==> src/rtl/sse_pkg.sv <==
// Shared definitions for the sum-of-squared-error sequencer.
//   sse_state_t     : controller state encoding
//   FP_ZERO         : IEEE-754 single-precision +0.0
//   OP_ADD / OP_SUB : adder operation select values
//   DEFAULT_TIMEOUT : default watchdog limit in cycles
package sse_pkg;

  typedef enum logic [3:0] {
    StIdle,
    StSubIssue,
    StSubWait,
    StMulIssue,
    StMulWait,
    StAccIssue,
    StAccWait,
    StDone,
    StDrain
  } sse_state_t;

  localparam logic [31:0] FP_ZERO = 32'h0000_0000;

  localparam logic OP_ADD = 1'b0;
  localparam logic OP_SUB = 1'b1;

  localparam int unsigned DEFAULT_TIMEOUT = 64;

endpackage

==> src/rtl/sse_watchdog.sv <==
// Cycle counter guarding the controller's WAIT states.
//   i_clk    : clock, rising edge
//   i_rst_n  : synchronous active-low reset
//   i_clr    : restart the count (asserted in the cycle before a WAIT state)
//   i_en     : count this cycle (asserted while in a WAIT state)
//   o_expire : high on the TIMEOUT-th consecutive enabled cycle
module sse_watchdog #(
  parameter int unsigned TIMEOUT = 64
) (
  input  logic i_clk,
  input  logic i_rst_n,
  input  logic i_clr,
  input  logic i_en,
  output logic o_expire
);

  localparam int unsigned CntW = $clog2(TIMEOUT + 1);

  logic [CntW-1:0] r_cnt;

  // The count is 0 in the first WAIT cycle, so TIMEOUT-1 marks the last allowed cycle.
  assign o_expire = i_en && (r_cnt == CntW'(TIMEOUT - 1));

  always_ff @(posedge i_clk) begin
    if (!i_rst_n) begin
      r_cnt <= '0;
    end else if (i_clr) begin
      r_cnt <= '0;
    end else if (i_en && !o_expire) begin
      r_cnt <= r_cnt + 1'b1;
    end
  end

endmodule

==> src/rtl/sse_accum_ctrl.sv <==
// Sequencer computing sum((x_i - y_i)^2) over a stream of single-precision pairs using a
// shared FP adder (subtract, then accumulate) and an external FP multiplier (square).
// One result is returned per vector, the vector being delimited by i_in_last.
//   i_clk, i_rst_n                   : clock, synchronous active-low reset
//   i_in_valid/o_in_ready            : sample pair handshake; i_in_x, i_in_y, i_in_last
//   o_out_valid/i_out_ready          : result handshake; o_out_sum, o_out_count, o_out_err
//   o_add_start/o_add_op/o_add_a/b   : adder request; i_add_ready, i_add_y result
//   o_mul_start/o_mul_a/o_mul_b      : multiplier request; i_mul_ready, i_mul_y result
//   o_busy                           : high in every state except idle
module sse_accum_ctrl
  import sse_pkg::*;
#(
  parameter int unsigned TIMEOUT = DEFAULT_TIMEOUT,
  parameter int unsigned CNT_W   = 16
) (
  input  logic             i_clk,
  input  logic             i_rst_n,
  input  logic             i_in_valid,
  output logic             o_in_ready,
  input  logic [31:0]      i_in_x,
  input  logic [31:0]      i_in_y,
  input  logic             i_in_last,
  output logic             o_out_valid,
  input  logic             i_out_ready,
  output logic [31:0]      o_out_sum,
  output logic [CNT_W-1:0] o_out_count,
  output logic             o_out_err,
  output logic             o_add_start,
  output logic             o_add_op,
  output logic [31:0]      o_add_a,
  output logic [31:0]      o_add_b,
  input  logic             i_add_ready,
  input  logic [31:0]      i_add_y,
  output logic             o_mul_start,
  output logic [31:0]      o_mul_a,
  output logic [31:0]      o_mul_b,
  input  logic             i_mul_ready,
  input  logic [31:0]      i_mul_y,
  output logic             o_busy
);

  sse_state_t       r_state;
  logic             r_last;
  logic [CNT_W-1:0] r_count;
  logic             r_err;
  logic [31:0]      r_acc;
  logic             r_acc_valid;

  logic             r_in_ready;
  logic             r_busy;
  logic             r_out_valid;
  logic [31:0]      r_out_sum;
  logic [CNT_W-1:0] r_out_count;
  logic             r_out_err;
  logic             r_add_start;
  logic             r_add_op;
  logic [31:0]      r_add_a;
  logic [31:0]      r_add_b;
  logic             r_mul_start;
  logic [31:0]      r_mul_a;
  logic [31:0]      r_mul_b;

  logic             w_in_fire;
  logic [CNT_W-1:0] w_count_inc;
  logic [31:0]      w_acc_hold;
  logic             w_wd_clr;
  logic             w_wd_en;
  logic             w_wd_expire;
  logic             w_unit_ready;
  logic             w_abort;
  logic             w_elem_end;
  logic [31:0]      w_acc_nx;
  logic             w_acc_valid_nx;

  assign w_in_fire   = i_in_valid && r_in_ready;
  assign w_count_inc = (&r_count) ? r_count : r_count + 1'b1;
  assign w_acc_hold  = r_acc_valid ? r_acc : FP_ZERO;

  assign w_wd_clr = (r_state == StSubIssue) || (r_state == StMulIssue) ||
                    (r_state == StAccIssue);
  assign w_wd_en  = (r_state == StSubWait) || (r_state == StMulWait) ||
                    (r_state == StAccWait);

  sse_watchdog #(
    .TIMEOUT (TIMEOUT)
  ) u_watchdog (
    .i_clk    (i_clk),
    .i_rst_n  (i_rst_n),
    .i_clr    (w_wd_clr),
    .i_en     (w_wd_en),
    .o_expire (w_wd_expire)
  );

  // Decode which unit result matters now and whether it completes the element. The first
  // nonzero square seeds the accumulator so the adder never sees a zero operand.
  always_comb begin
    w_unit_ready   = 1'b0;
    w_elem_end     = 1'b0;
    w_acc_nx       = r_acc;
    w_acc_valid_nx = r_acc_valid;
    case (r_state)
      StSubWait: begin
        w_unit_ready = i_add_ready;
        w_elem_end   = i_add_ready && (i_add_y[30:0] == 31'h0);
      end
      StMulWait: begin
        w_unit_ready = i_mul_ready;
        if (i_mul_ready && !r_acc_valid) begin
          w_elem_end     = 1'b1;
          w_acc_nx       = i_mul_y;
          w_acc_valid_nx = 1'b1;
        end
      end
      StAccWait: begin
        w_unit_ready = i_add_ready;
        if (i_add_ready) begin
          w_elem_end = 1'b1;
          w_acc_nx   = i_add_y;
        end
      end
      default: begin
      end
    endcase
  end

  // A unit result arriving on the expiry cycle still counts.
  assign w_abort = w_wd_expire && !w_unit_ready;

  always_ff @(posedge i_clk) begin
    if (!i_rst_n) begin
      r_state     <= StIdle;
      r_last      <= 1'b0;
      r_count     <= '0;
      r_err       <= 1'b0;
      r_acc       <= FP_ZERO;
      r_acc_valid <= 1'b0;
      r_in_ready  <= 1'b0;
      r_busy      <= 1'b0;
      r_out_valid <= 1'b0;
      r_out_sum   <= FP_ZERO;
      r_out_count <= '0;
      r_out_err   <= 1'b0;
      r_add_start <= 1'b0;
      r_add_op    <= OP_ADD;
      r_add_a     <= FP_ZERO;
      r_add_b     <= FP_ZERO;
      r_mul_start <= 1'b0;
      r_mul_a     <= FP_ZERO;
      r_mul_b     <= FP_ZERO;
    end else begin
      r_add_start <= 1'b0;
      r_mul_start <= 1'b0;

      if (w_abort) begin
        r_err <= 1'b1;
        if (r_last) begin
          r_out_valid <= 1'b1;
          r_out_sum   <= w_acc_hold;
          r_out_count <= r_count;
          r_out_err   <= 1'b1;
          r_state     <= StDone;
        end else begin
          r_in_ready <= 1'b1;
          r_state    <= StDrain;
        end
      end else if (w_elem_end) begin
        r_acc       <= w_acc_nx;
        r_acc_valid <= w_acc_valid_nx;
        if (r_last) begin
          r_out_valid <= 1'b1;
          r_out_sum   <= w_acc_valid_nx ? w_acc_nx : FP_ZERO;
          r_out_count <= r_count;
          r_out_err   <= r_err;
          r_state     <= StDone;
        end else begin
          r_in_ready <= 1'b1;
          r_busy     <= 1'b0;
          r_state    <= StIdle;
        end
      end else begin
        unique case (r_state)
          StIdle: begin
            r_in_ready <= 1'b1;
            r_busy     <= 1'b0;
            if (w_in_fire) begin
              r_last      <= i_in_last;
              r_count     <= w_count_inc;
              r_add_start <= 1'b1;
              r_add_op    <= OP_SUB;
              r_add_a     <= i_in_x;
              r_add_b     <= i_in_y;
              r_in_ready  <= 1'b0;
              r_busy      <= 1'b1;
              r_state     <= StSubIssue;
            end
          end
          StSubIssue: r_state <= StSubWait;
          StSubWait: begin
            // Zero differences are already handled as an element end above.
            if (i_add_ready) begin
              r_mul_start <= 1'b1;
              r_mul_a     <= i_add_y;
              r_mul_b     <= i_add_y;
              r_state     <= StMulIssue;
            end
          end
          StMulIssue: r_state <= StMulWait;
          StMulWait: begin
            if (i_mul_ready) begin
              r_add_start <= 1'b1;
              r_add_op    <= OP_ADD;
              r_add_a     <= r_acc;
              r_add_b     <= i_mul_y;
              r_state     <= StAccIssue;
            end
          end
          StAccIssue: r_state <= StAccWait;
          StAccWait: begin
          end
          StDone: begin
            if (i_out_ready) begin
              r_acc       <= FP_ZERO;
              r_acc_valid <= 1'b0;
              r_count     <= '0;
              r_err       <= 1'b0;
              r_out_valid <= 1'b0;
              r_out_sum   <= FP_ZERO;
              r_out_count <= '0;
              r_out_err   <= 1'b0;
              r_in_ready  <= 1'b1;
              r_busy      <= 1'b0;
              r_state     <= StIdle;
            end
          end
          StDrain: begin
            // Aborted vector: swallow pairs, still counting them, up to the last one.
            if (w_in_fire) begin
              r_count <= w_count_inc;
              if (i_in_last) begin
                r_in_ready  <= 1'b0;
                r_out_valid <= 1'b1;
                r_out_sum   <= w_acc_hold;
                r_out_count <= w_count_inc;
                r_out_err   <= r_err;
                r_state     <= StDone;
              end
            end
          end
          default: r_state <= StIdle;
        endcase
      end
    end
  end

  assign o_in_ready  = r_in_ready;
  assign o_busy      = r_busy;
  assign o_out_valid = r_out_valid;
  assign o_out_sum   = r_out_sum;
  assign o_out_count = r_out_count;
  assign o_out_err   = r_out_err;
  assign o_add_start = r_add_start;
  assign o_add_op    = r_add_op;
  assign o_add_a     = r_add_a;
  assign o_add_b     = r_add_b;
  assign o_mul_start = r_mul_start;
  assign o_mul_a     = r_mul_a;
  assign o_mul_b     = r_mul_b;

endmodule

==> config.mk <==
export PLATFORM = sky130hd
export DESIGN_NAME = sse_accum_ctrl
export DESIGN_NICKNAME = d
export VERILOG_FILES = /design/src/rtl/sse_pkg.sv /design/src/rtl/sse_watchdog.sv /design/src/rtl/sse_accum_ctrl.sv
export SDC_FILE = /design/constraint.sdc
export NUM_CORES = 1
export LEC_CHECK = 0
export CORE_UTILIZATION = 48
export CTS_CLUSTER_DIAMETER = 120
export DETAILED_ROUTE_END_ITERATION = 10
export PLACE_DENSITY = 0.81
export SYNTH_ARGS = -nofsm -noshare
export SYNTH_HDL_FRONTEND = slang
export SYNTH_SLANG_ARGS = --single-unit
==> constraint.sdc <==
create_clock -name i_clk -period 3.35 [get_ports i_clk]
set_clock_uncertainty 0.1 [all_clocks]
set_input_delay 0.67 -clock i_clk [delete_from_list [all_inputs] [get_ports i_clk]]
set_output_delay 0.67 -clock i_clk [all_outputs]
set_load 0.02 [all_outputs]
Yosys cells after proc, flatten, opt, wreduce, memory -nomap -nowiden
Index checks and enable logic that the tools add are counted.
{"block": "totals", "ff_bits": 213, "inputBits": 135}
{"block": "op_classes", "addsub": 2, "eq_ne": 25, "muxes": 83, "bitwise": 4, "reduce_logical": 41}
{"op": "32-bit 2-to-1 mux", "n": 17}
{"op": "32-bit one-hot mux with 2 select lines", "n": 4}
{"op": "16-bit 2-to-1 mux", "n": 8}
{"op": "16-bit one-hot mux with 2 select lines", "n": 2}
{"op": "4-bit 2-to-1 mux", "n": 9}
{"op": "4-bit one-hot mux with 9 select lines", "n": 1}
{"op": "1-bit 2-to-1 mux", "n": 33}
{"op": "31-bit zero test", "n": 1}
{"op": "4-bit != test, second input constant", "n": 6}
{"op": "4-bit AND reduction", "n": 5}
{"op": "16-bit by 1-bit adder with 16-bit output, second input constant", "n": 1}
{"op": "4-bit by 3-bit equality test with 1-bit output, second input constant", "n": 4}
{"op": "16-bit AND reduction", "n": 1}
{"op": "2-bit != test, second input constant", "n": 7}
{"op": "1-bit one-hot mux with 2 select lines", "n": 6}
{"op": "2-bit nonzero test", "n": 6}
{"op": "5-bit AND reduction", "n": 2}
{"op": "4-bit by 2-bit equality test with 1-bit output, second input constant", "n": 2}
{"op": "7-bit by 1-bit adder with 7-bit output, second input constant", "n": 1}
{"op": "7-bit by 6-bit equality test with 1-bit output, second input constant", "n": 1}
{"op": "7-bit AND reduction", "n": 1}
{"op": "1-bit logical AND", "n": 6}
{"op": "3-bit != test, second input constant", "n": 2}
{"op": "1-bit one-hot mux with 3 select lines", "n": 2}
{"op": "16 further kinds", "n": 27}

Logic depth before layout (Yosys ltp)
{"block": "depth", "ltp_word": 8, "mapped_depth": 10, "depth_no_buf": 7}

Hierarchy
Synthesis repeated with hierarchy kept, for this count alone.
{"block": "hier_totals", "hier_cells": 1301, "area_unflattened_um2": 10432.5}
{"mod": "sse_accum_ctrl", "instances": 1, "cells_per_inst": 1260, "area_each_um2": 10077.2}
{"mod": "sse_watchdog", "instances": 1, "cells_per_inst": 41, "area_each_um2": 355.3}

Worst setup path before layout
Ideal clock, no wire load.
{"block": "synth_timing", "kind": "input-to-reg", "start": "input i_add_y[16]", "end": "register r_out_sum[15] (netlist: o_out_sum[15])", "setup_ns": 0.123, "arrival_time_ns": 2.314, "t_required_ns": 3.127, "path_slack_ns": 0.813, "stages": 8, "path_buffers": 2, "cell_sequence": "nor4_1 > nand2_1 > or4_1 > buf_4 > o211a_4 > buf_6 > a221oi_1 > nor2_1"}
{"block": "synth_via", "elab_chain_len": 5, "word_cells_on_any_way": 11}
{"element": "start, declared", "line": "sse_accum_ctrl.sv:33", "rtl": "input logic [31:0] i_add_y,"}
{"element": "31-bit zero test (*)", "line": "sse_accum_ctrl.sv:104", "rtl": "w_elem_end = i_add_ready && (i_add_y[30:0] == 31'h0);"}
{"element": "1-bit logical AND (*)", "line": "sse_accum_ctrl.sv:104"}
{"element": "1-bit one-hot mux with 3 select lines (*)", "line": "sse_accum_ctrl.sv:101", "rtl": "case (r_state)"}
{"element": "4-bit != test (no source line), or another cell as far along"}
{"element": "6-bit AND reduction (no source line) or 32-bit 2-to-1 mux (tied branches)"}
{"element": "end signal, assigned", "line": "sse_accum_ctrl.sv:158", "rtl": "r_out_sum <= w_acc_hold;"}
{"element": "end signal, assigned", "line": "sse_accum_ctrl.sv:171", "rtl": "r_out_sum <= w_acc_valid_nx ? w_acc_nx : FP_ZERO;"}
{"element": "end signal, assigned", "line": "sse_accum_ctrl.sv:242", "rtl": "r_out_sum <= w_acc_hold;"}
{"element": "end, declared", "line": "sse_accum_ctrl.sv:52", "rtl": "logic [31:0] r_out_sum;"}
Every way passes the cells marked *; elsewhere a longest branch is shown, timed or not.
A chain may end at the register's enable or synchronous reset.

Worst setup path after layout
{"block": "layout_timing", "start": "input i_add_y[12]", "end": "register r_out_sum[8] (netlist: o_out_sum[8])"}
Same word-level chain as after synthesis.

==> impl_metrics.json <==
{
  "grtUsageMet3_pct": 6.63,
  "chipHeight_um": 153,
  "post-route-util_pct": 68.9,
  "layout_setup_ws_ns": 0.434,
  "cts_root_buffer": "clkbuf_16",
  "wire_per_inst_um": 20.2,
  "grt_usage_pct": 31.3,
  "grt_pass1_vias": 10600,
  "rr_worst_depth": 5,
  "period_share_pct": 87.0,
  "fin_crit_ns": 2.92,
  "dpl.cell_count": 1842,
  "dieWidth_um": 153,
  "syn_to_final_growth_pct": 38.7,
  "synth_area_leaders": "dfxtp_1, nand2_1, o211a_1, nand3_1, o21ai_0",
  "dp_hpwl_um": 26400,
  "portBuffers": 317,
  "ys_ff_latch": 213,
  "syn_nets": 1469,
  "synthArstFlopShare_pct": 0,
  "rsz0062_at_grt": "no",
  "grt_pass1_wl_um": 59100,
  "dr.pass1.iters": 6,
  "hold_buffers": 0,
  "worstReg2RegEnd": "o_out_sum[8]",
  "use_met1_pct": 42.2,
  "tightestPinTransition_ns": 1.19,
  "slowest_stage": "or4_1",
  "cp-start-kind": "input pin",
  "r2r_slack_ns": 0.57,
  "cap_violations": 0,
  "place_congestion": 0.935,
  "min-delay-path-class": "flop to flop",
  "synthFlopType": "dfxtp_1",
  "fin_nets": 1725,
  "path_max_fanout": 38,
  "cts_repair_resize_count": 0,
  "floorplan.die_area_um2": 23500,
  "setup_viol": 0,
  "htree_levels": 1,
  "yosysTopAreaCellShare_pct": 38.9,
  "core_um2": 22100,
  "cts_tree": "yes",
  "drc": 0,
  "synth_cells": 1332,
  "startpoint": "i_add_y[12]",
  "vias": 11200,
  "cp_slowest_stage_delay_ns": 0.57,
  "end_kind": "flop",
  "gr-total-overflow": 0,
  "cts.path.max_buffers": 3,
  "worst-setup-path-type": "input pin to flop",
  "pre_cts_ws_ns": 0.00272,
  "synth_area_per_cell_um2": 8.24,
  "yosysTopAreaCell": "dfxtp_1",
  "num_antenna_cells": 0,
  "synth.most_common_cell": "nand2_1",
  "endpoint": "o_out_sum[8]",
  "hold_slack_ns": 0.344,
  "cp_data_required_time_ns": 3.69,
  "worstHoldStart": "u_watchdog.r_cnt[6]",
  "slew_headroom_pct": 20.3,
  "netlist_area_um2": 11000,
  "fin_cells": 1886,
  "hold_viol_final": 0,
  "rows": 54,
  "antenna_found_initial": 0,
  "clk_latency_ns": 0.52,
  "yosys_warnings": 0,
  "final_max_slew_viol_count": 0,
  "status": "finished clean",
  "yosys-top-cells-count": "nand2_1, dfxtp_1, nand3_1, o21ai_0, clkbuf_1",
  "synth_edf_count": 0,
  "ys_seq_area_share_pct": 38.9,
  "final_layout_size_suffix_gt1_share_pct": 8.90,
  "ant_nets": 0,
  "cp_cell_sequence": "clkdlybuf4s50_1 -> nor4_1 -> nand4_1 -> or4_1 -> buf_4 -> o211ai_4 -> buf_12 -> o21ai_0 -> a21oi_1",
  "wl_um": 38100,
  "vias_per_cell": 5.95,
  "power_density_nw_per_um2": 599,
  "cp.arrival_ns": 3.26,
  "reg2reg_from": "r_state[2]",
  "met2_usage_pct": 49.5,
  "cts_buffers": 24,
  "postCtsSetupBuffers": 0,
  "clock.fmax_ghz": 0.343,
  "clkSlewWorstSetupHoldPaths_ns": 0.06,
  "grt_start_max_net_pins": 99,
  "first_iter_violations": 1073,
  "start_util_pct": 49.6,
  "ir_drop_v": 0.000428,
  "top_usage_layer": "met2",
  "p_leak_nw": 6.09,
  "cts_sinks": 213,
  "synth_cell_types": 72,
  "io_pins": 318,
  "finalSetupTns_ns": 0
}
[worst min-delay path by stage]
stage,end,slack (ns),depth (start not counted)
6_report,u_watchdog.r_cnt[6],0.34,2
4_1_cts,u_watchdog.r_cnt[6],0.35,2
2_1_floorplan,u_watchdog.r_cnt[6],0.32,2
3_3_place_gp,u_watchdog.r_cnt[6],0.33,2
3_5_place_dp,u_watchdog.r_cnt[6],0.34,2
5_1_grt,u_watchdog.r_cnt[6],0.38,2
[metal layers]
layer,routed length (µm),up-vias
met5,0,-
met4,1230,0
met3,3500,71
met2,17400,570
met1,16000,5302
li1,-,5282
[sequential cells by signal, summed over array words and instances (netlist names), 4 cells and up]
signal            flops
o_out_count          16
r_state               4
r_acc                32
o_add_b              32
o_add_a              32
o_out_sum            32
r_count              16
o_mul_b              32
u_watchdog.r_cnt      7
[kinds of logic after synthesis]
group	count (synthesis)	synth area share (%)
buffers and inverters	150	6.84
xor gates and xnor gates	12	0.958
and+or+nand+nor	523	22.7
adders and majority gates	2	0.228
DFF	213	38.9
AOI/OAI and AO/OA	365	24.0
muxes	67	6.33
[cell usage in the layout, fill, tap and decap left out, types with 4 or more instances in the layout]
cell type	count
nand2b_1	4
a2bb2oi_1	14
o21ai_0	97
o21a_1	16
bufinv_16	5
inv_1	5
nand3_1	110
nor3_1	8
and2_1	7
a221oi_1	17
nor2b_1	38
xnor2_1	6
dfxtp_1	213
o211a_1	65
nor3b_1	5
buf_12	7
a32oi_1	4
o21ai_1	8
and3_1	20
clkinv_2	5
mux2_2	19
a21boi_0	21
nand4_1	10
mux2i_1	48
clkdlybuf4s50_1	316
a31oi_1	11
clkbuf_8	5
nand2_1	218
buf_4	51
nor4_1	11
nor2_1	63
xor2_1	6
clkbuf_16	25
a21oi_1	41
a22oi_1	42
[worst max-delay path: cells and delay by family]
kind                   cells  cell delay, ns
AND/OR/NAND/NOR            3            1.24
buffers and inverters      3            0.85
AO/OA/AOI/OAI              3            0.49
[cell type report]
type	count	area [µm²]
Clock buffer	32	702
Clock inverter	12	191
Fill cell	1753	6880
Inverter	5	18.8
Multi-Input combinational cell	969	5990
Sequential cell	213	4260
Tap cell	280	350
Timing Repair Buffer	375	3700
[power by group]
part	switching, mW	internal (mW)	total (mW)
combinational	1.65	1.37	3.02
clock	1.11	1.86	2.97
sequential	0.246	2.88	3.13
[metrics by stage]
step	cell area (µm²)	total power, mW
floorplan	11000	4.83
global placement	14300	6.10
detailed placement	14300	6.15
CTS	15200	9.12
global route	15200	9.46
finish	15200	9.12
Note: power is estimated with default switching activity, not from simulation.
